File: src/rtl/bram_arbiter.sv
// Two-requester round-robin arbiter in front of a single-port BRAM with
// registered read data, plus an optional zero-fill of the RAM after reset.
module bram_arbiter #(
    parameter int unsigned DATA_WIDTH     = 5,
    parameter int unsigned ADDR_WIDTH     = 10,
    parameter bit          CLEAR_ON_RESET = 1'b1
) (
    input  logic                  CLK,
    input  logic                  RST,
    input  logic                  A_VALID,
    output logic                  A_READY,
    input  logic                  A_WE,
    input  logic [ADDR_WIDTH-1:0] A_ADDR,
    input  logic [DATA_WIDTH-1:0] A_DIN,
    output logic                  A_RVALID,
    output logic [DATA_WIDTH-1:0] A_RDATA,
    input  logic                  B_VALID,
    output logic                  B_READY,
    input  logic                  B_WE,
    input  logic [ADDR_WIDTH-1:0] B_ADDR,
    input  logic [DATA_WIDTH-1:0] B_DIN,
    output logic                  B_RVALID,
    output logic [DATA_WIDTH-1:0] B_RDATA,
    output logic                  RAM_WE,
    output logic [ADDR_WIDTH-1:0] RAM_ADDR,
    output logic [DATA_WIDTH-1:0] RAM_DIN,
    input  logic [DATA_WIDTH-1:0] RAM_DOUT,
    output logic                  INIT_DONE
);

    typedef enum logic {
        ST_INIT = 1'b0,
        ST_RUN  = 1'b1
    } state_e;

    state_e                  state_q, state_d;
    logic [ADDR_WIDTH-1:0]   fill_q, fill_d;
    logic                    ptr_q, ptr_d;
    logic                    a_rv_q, a_rv_d;
    logic                    b_rv_q, b_rv_d;
    logic [ADDR_WIDTH-1:0]   addr_q, addr_d;
    logic [DATA_WIDTH-1:0]   din_q, din_d;
    logic                    grant_a, grant_b;
    logic                    ram_we;
    logic [ADDR_WIDTH-1:0]   ram_addr;
    logic [DATA_WIDTH-1:0]   ram_din;

    // State, fill counter, priority pointer, read tags and held RAM bus
    always_ff @(posedge CLK) begin
        if (RST) begin
            state_q <= ST_INIT;
            fill_q  <= '0;
            ptr_q   <= 1'b0;
            a_rv_q  <= 1'b0;
            b_rv_q  <= 1'b0;
            addr_q  <= '0;
            din_q   <= '0;
        end else begin
            state_q <= state_d;
            fill_q  <= fill_d;
            ptr_q   <= ptr_d;
            a_rv_q  <= a_rv_d;
            b_rv_q  <= b_rv_d;
            addr_q  <= addr_d;
            din_q   <= din_d;
        end
    end

    // Next state, grant selection and RAM bus mux
    always_comb begin
        state_d  = state_q;
        fill_d   = fill_q;
        ptr_d    = ptr_q;
        a_rv_d   = 1'b0;
        b_rv_d   = 1'b0;
        grant_a  = 1'b0;
        grant_b  = 1'b0;
        ram_we   = 1'b0;
        ram_addr = addr_q;
        ram_din  = din_q;

        case (state_q)
            ST_INIT: begin
                if (CLEAR_ON_RESET) begin
                    ram_we   = 1'b1;
                    ram_addr = fill_q;
                    ram_din  = '0;
                    fill_d   = fill_q + ADDR_WIDTH'(1);
                    if (fill_q == '1) begin
                        state_d = ST_RUN;
                    end
                end else begin
                    state_d = ST_RUN;
                end
            end
            ST_RUN: begin
                // Pointer only breaks ties; a lone requester always wins
                grant_a = A_VALID & (~B_VALID | ~ptr_q);
                grant_b = B_VALID & (~A_VALID |  ptr_q);
                if (grant_a) begin
                    ram_we   = A_WE;
                    ram_addr = A_ADDR;
                    ram_din  = A_DIN;
                    ptr_d    = 1'b1;
                    a_rv_d   = ~A_WE;
                end else if (grant_b) begin
                    ram_we   = B_WE;
                    ram_addr = B_ADDR;
                    ram_din  = B_DIN;
                    ptr_d    = 1'b0;
                    b_rv_d   = ~B_WE;
                end
            end
            default: state_d = ST_INIT;
        endcase

        // Reset blocks new grants and RAM writes in the cycle it is asserted
        if (RST) begin
            grant_a = 1'b0;
            grant_b = 1'b0;
            ram_we  = 1'b0;
        end

        addr_d = ram_addr;
        din_d  = ram_din;
    end

    assign A_READY   = grant_a;
    assign B_READY   = grant_b;
    assign RAM_WE    = ram_we;
    assign RAM_ADDR  = ram_addr;
    assign RAM_DIN   = ram_din;
    // A read response still in flight when reset arrives is dropped
    assign A_RVALID  = a_rv_q & ~RST;
    assign B_RVALID  = b_rv_q & ~RST;
    assign A_RDATA   = RAM_DOUT;
    assign B_RDATA   = RAM_DOUT;
    assign INIT_DONE = (state_q == ST_RUN);

endmodule

File: config.mk
export PLATFORM = sky130hd
export DESIGN_NAME = bram_arbiter
export DESIGN_NICKNAME = d
export VERILOG_FILES = /design/src/rtl/bram_arbiter.sv
export SDC_FILE = /design/constraint.sdc
export NUM_CORES = 1
export LEC_CHECK = 0
export ABC_CLOCK_PERIOD_IN_PS = 1950
export CAP_MARGIN = 20
export CORE_ASPECT_RATIO = 0.8
export CORE_MARGIN = 3
export CORE_UTILIZATION = 44
export CTS_BUF_LIST = sky130_fd_sc_hd__clkbuf_8
export CTS_CLUSTER_SIZE = 40
export DETAILED_ROUTE_END_ITERATION = 6
export PLACE_DENSITY_LB_ADDON = 0.25
export SYNTH_ARGS = -nofsm -noshare
export SYNTH_HDL_FRONTEND = slang
export SYNTH_SLANG_ARGS = --single-unit
File: constraint.sdc
create_clock -name CLK -period 1.95 [get_ports CLK]
set_input_delay 0.39 -clock CLK [delete_from_list [all_inputs] [get_ports CLK]]
set_output_delay 0.39 -clock CLK [all_outputs]
set_load 0.1 [all_outputs]
* After elaboration in Yosys (flattened, before gate mapping)
Index checks and enable logic that the tools add are counted.
** Word-level totals
- Flip-flop bits (word level) :: 29
- Bits in latches :: 0
- RAM bits :: 0
- ROM bits :: 0
- Output and inout port bits :: 31
- Word-level logic and storage cells :: 46
- Memories kept :: 0
** Operators by class
- Add/subtract/negate cells :: 1
- $mul :: 0
- Divide/modulo/power cells :: 0
- $lt $le $gt $ge :: 0
- Equal/unequal tests :: 1
- Shift-type cells :: 0
- Muxes and demuxes :: 18
- Bitwise gates (word level) :: 15
- Reductions and logical operators :: 4
** Operators by type and width (number)
- 10-bit 2-to-1 mux :: 2
- 10-bit case mux with 2 select lines :: 1
- 1-bit 2-to-1 mux :: 11
- 10-bit by 1-bit adder with 10-bit output (second input constant) :: 1
- 10-bit equality test (second input constant) :: 1
- 5-bit 2-to-1 mux :: 2
- 5-bit case mux with 2 select lines :: 1
- 1-bit NOT :: 9
- 1-bit AND :: 4
- 4-bit OR reduction :: 1
- 3-bit OR reduction :: 1
- 1-bit bitwise OR :: 2
- 1-bit case mux with 2 select lines :: 1
- 2-bit AND reduction :: 1
- 2-bit nonzero test :: 1

* Depth between registers and ports, before layout
- Depth after elaboration :: 7
- Gate-level depth with buffers :: 6
- Depth with buffers taken out :: 4

* Worst setup path before layout
Ideal clock, no wire load.
- Path kind :: register to output
- Start point :: register state_q (netlist: INIT_DONE)
- End point :: output RAM_DIN[0]
- Arrival time :: 3735 ps
- Data required time :: 1560 ps
- Slack :: -2175 ps
- Cell stages (with the launch flop) :: 5
- Path through :: dfxtp_1 -> buf_2 -> buf_2 -> inv_1 -> nor3_1
** Between the ends
- Cells in the longest elaborated chain, start to end :: 2
** RTL lines
- start, declared :: RTL line 36 : state_e state_q, state_d;
- start signal, assigned :: RTL line 59 : state_q <= state_d;
- 1-bit NOT (no line)
- 5-bit case mux with 2 select lines * :: RTL line 82 : case (state_q)
- end, declared :: RTL line 26 : output logic [DATA_WIDTH-1:0] RAM_DIN,
Every way passes the cells marked *; elsewhere a longest branch is shown, timed or not.

* Final worst setup path
- Start point :: input B_VALID
- End point :: output RAM_ADDR[6]
** Between the ends
- Cells in the longest elaborated chain, start to end :: 5
- Elaborated cells on any way between the ends :: 7
** RTL lines
- start, declared :: RTL line 17 : input logic B_VALID,
- 1-bit NOT :: RTL line 98 : grant_a = A_VALID & (~B_VALID | ~ptr_q);
- 1-bit bitwise OR :: RTL line 98
- 1-bit AND :: RTL line 98
- 10-bit 2-to-1 mux * :: RTL line 100 : if (grant_a) begin
- 10-bit case mux with 2 select lines * :: RTL line 82
- end, declared :: RTL line 25 : output logic [ADDR_WIDTH-1:0] RAM_ADDR,
Marked as above.

==> impl_metrics.json <==
{
  "run_status": "finished, final reports clean",
  "diodes_inserted": 0,
  "cts-root-to-sink-buffers": 2,
  "irDropWorstVdd_uv": 406,
  "worstSetupEndpointType": "output pin",
  "antenna_found_initial": 0,
  "syn_nets": 253,
  "cts.sinks": 29,
  "finalWeightedCongestion": 0.842,
  "design.die.area_um2": 4790,
  "worst_setup_hold_path_clk_slew_ps": 60,
  "areaGrowthSynthToFinish_pct": 80.3,
  "timing.max_slew.rel_slack": 0.759,
  "timing.final.crit_share": 0.997,
  "postSynthRegisterBits": 29,
  "design.final.nets": 324,
  "coreArea_um2": 3640,
  "critical_path.top_delay_family": "buffers and inverters",
  "rows": 19,
  "fin_tns_setup_ps": 0,
  "synth_cells": 211,
  "postRouteWirelength_mm": 6.48,
  "cts.htree.levels": 2,
  "whs_ps": 526,
  "report.final.slew_viol_count": 0,
  "critical_path.most_common_cell": "buf_12",
  "timing.reg2reg.setup_slack_ps": 270,
  "synth.lib_cells_used.distinct": 35,
  "finalSetupViolCount": 0,
  "cts.hold.buffers_added": 0,
  "p_leak_uw": 0.00124,
  "first_global_vias": 1936,
  "worst_path_max_delay_cell": "o221a_2",
  "io_port_bufs": 56,
  "drive_gt1_frac": 0.406,
  "post-route-util": 0.870,
  "criticalPathCategory": "in2out",
  "initial_core_util": 0.483,
  "synth.yosys.warnings": 0,
  "finalWorstPathRequiredPeriod_ps": 1940,
  "timing.critical_path.required_ps": 1560,
  "timing.critical_path.cells": "buf_4 > buf_12 > and2_4 > o221a_2 > a21oi_4 > buf_12",
  "ioPinCount": 72,
  "critPathArrivalTime_ps": 1550,
  "grt_start_max_net_pins": 26,
  "cts_buffers": 5,
  "clock_tree.root_cell": "clkbuf_8",
  "worstPathBufferInverterCount": 3,
  "grt-ovfl-total": 0,
  "firstDrtPassIters": 5,
  "hold_violation_total_from_the_final_report": 0,
  "detailroute.via_count": 2021,
  "worst_slack_at_placement_ps": -484,
  "hold_class": "reg2reg",
  "dp.final_hpwl_mm": 3.94,
  "route.detailed.drc": 0,
  "power.density_cell_area_nw_per_um2": 468,
  "avgViaCountPerCell": 6.03,
  "slowest_delay_ps": 290,
  "synth-simple-area-share": 0.237,
  "critPathLaunchType": "input pin",
  "cts_tree": "yes",
  "postSynthAreaPerCell_um2": 8.32,
  "layout.cells.most_common_list": "27 x dfxtp_1, 27 x buf_4, 27 x buf_12",
  "synth_area_um2": 1760,
  "first_pass_grt_wire_length_mm": 9.64,
  "die-width_um": 76.6,
  "combinational_family_with_the_most_area_after_synthesis": "simple AND/OR/NAND/NOR gates",
  "setup_ws_ps": 6.53,
  "synth_mux_area_frac": 0.0962,
  "grtUsageTotal": 0.249,
  "synth_adder_area_share": 0.00713,
  "fmax_mhz": 515,
  "yosys.area_share.xor_xnor": 0.0200,
  "grt_setup_unrepaired": "yes",
  "crit_path_max_fanout": 12,
  "maxCapViolCount": 0,
  "synth_compound_gate_area_share": 0.211,
  "clk_latency_ps": 290,
  "drt_first_iter_violations": 161,
  "final.setup_skew_ps": 5.33,
  "tightestPinTransition_ps": 361,
  "wire_per_inst_um": 19.3,
  "drt.antenna.violating_nets": 0,
  "ys_seq_area_frac": 0.331,
  "die_height_um": 62.5
}
cell type report:
class,count,area (µm²)
multi-input cells,151,1270
repair buffers,92,1140
flip-flops and latches,29,588
fillers,171,472
clock buffers,6,82.6
well taps,52,65.1
inverters,3,15.0
clock inverters,2,7.51
metal layers:
layer	vias up	global-route usage	wire, µm
met5	-	0	0
met3	29	0.0562	566
met1	949	0.327	2590
met4	0	0.0860	203
li1	910	-	-
met2	133	0.402	3120
final timing paths:
path	startpoint	endpoint	cells after the start
max	B_VALID	RAM_ADDR[6]	6
min	fill_q[9]	fill_q[9]	2
min reg2reg	fill_q[9]	fill_q[9]	2
max reg2reg	INIT_DONE	fill_q[8]	5
sequential cells by signal, indices dropped and copies added, names as in the netlist:
register	cells
a_rv_q	1
INIT_DONE	1
ptr_q	1
b_rv_q	1
addr_q	10
din_q	5
fill_q	10
synthesized netlist by cell type:
cell	n	area [µm²]
buf_6	1	11.3
a31oi_1	1	6.26
o22ai_1	2	12.5
xor2_1	3	26.3
nand4b_1	1	8.76
or3_2	2	15.0
nand3b_1	9	67.6
nor2b_1	3	18.8
ha_1	1	12.5
nand2b_1	2	12.5
and2_1	1	6.26
nand3_1	10	50.1
nor2_1	20	75.1
nand2_1	10	37.5
xnor2_1	1	8.76
mux2i_1	9	90.1
o211ai_1	1	7.51
a211oi_1	10	75.1
clkbuf_1	10	37.5
nand4b_4	1	23.8
nand4_2	1	12.5
inv_1	3	11.3
a21oi_1	17	85.1
or4_1	2	15.0
mux2_2	7	78.8
a311oi_1	1	8.76
o21ai_0	9	45.0
o31ai_1	4	30.0
buf_2	6	30.0
dfxtp_1	29	581
buf_4	11	82.6
or3_1	2	12.5
o221a_2	8	90.1
nor3_1	12	60.1
a21bo_2	1	10.0
through the flow:
step | total power (µW) | instance area [µm²] | cells
after floorplan | 901 | 2010 | 211
after global placement | 956 | 2900 | 319
after detailed placement | 965 | 2900 | 319
after CTS | 1470 | 3070 | 331
after global routing | 1530 | 3170 | 335
final | 1480 | 3170 | 335
worst register-to-register path: stages, from the launching register on:
cell      delay [ps]
dfxtp_4          380
buf_12           150
buf_12           150
nand3b_1         220
or4_1            530
a21oi_1          170
cells by family (layout without fill, tap and decap cells):
logic type,Yosys count,after routing
AOI/OAI and AO/OA,54,54
xor gates and xnor gates,4,4
adders and majority gates,1,1
buffers and inverters,31,103
DFF,29,29
muxes,16,16
and+or+nand+nor,76,76
where the power goes:
part	switching (µW)	internal [µW]	leakage [µW]
Clock	224	277	0.0000538
Sequential	10.1	599	0.000236
Combinational	186	187	0.000954
what timing repair did:
| action | CTS | global route |
|---|---|---|
| buffers inserted | 4 | 4 |
| setup endpoints to repair | 18 | 13 |
| pin swaps | 17 | 5 |
| cloned | 1 | 0 |
| gates resized for setup | 31 | 16 |
No activity file was read; power rests on OpenSTA's default activity.
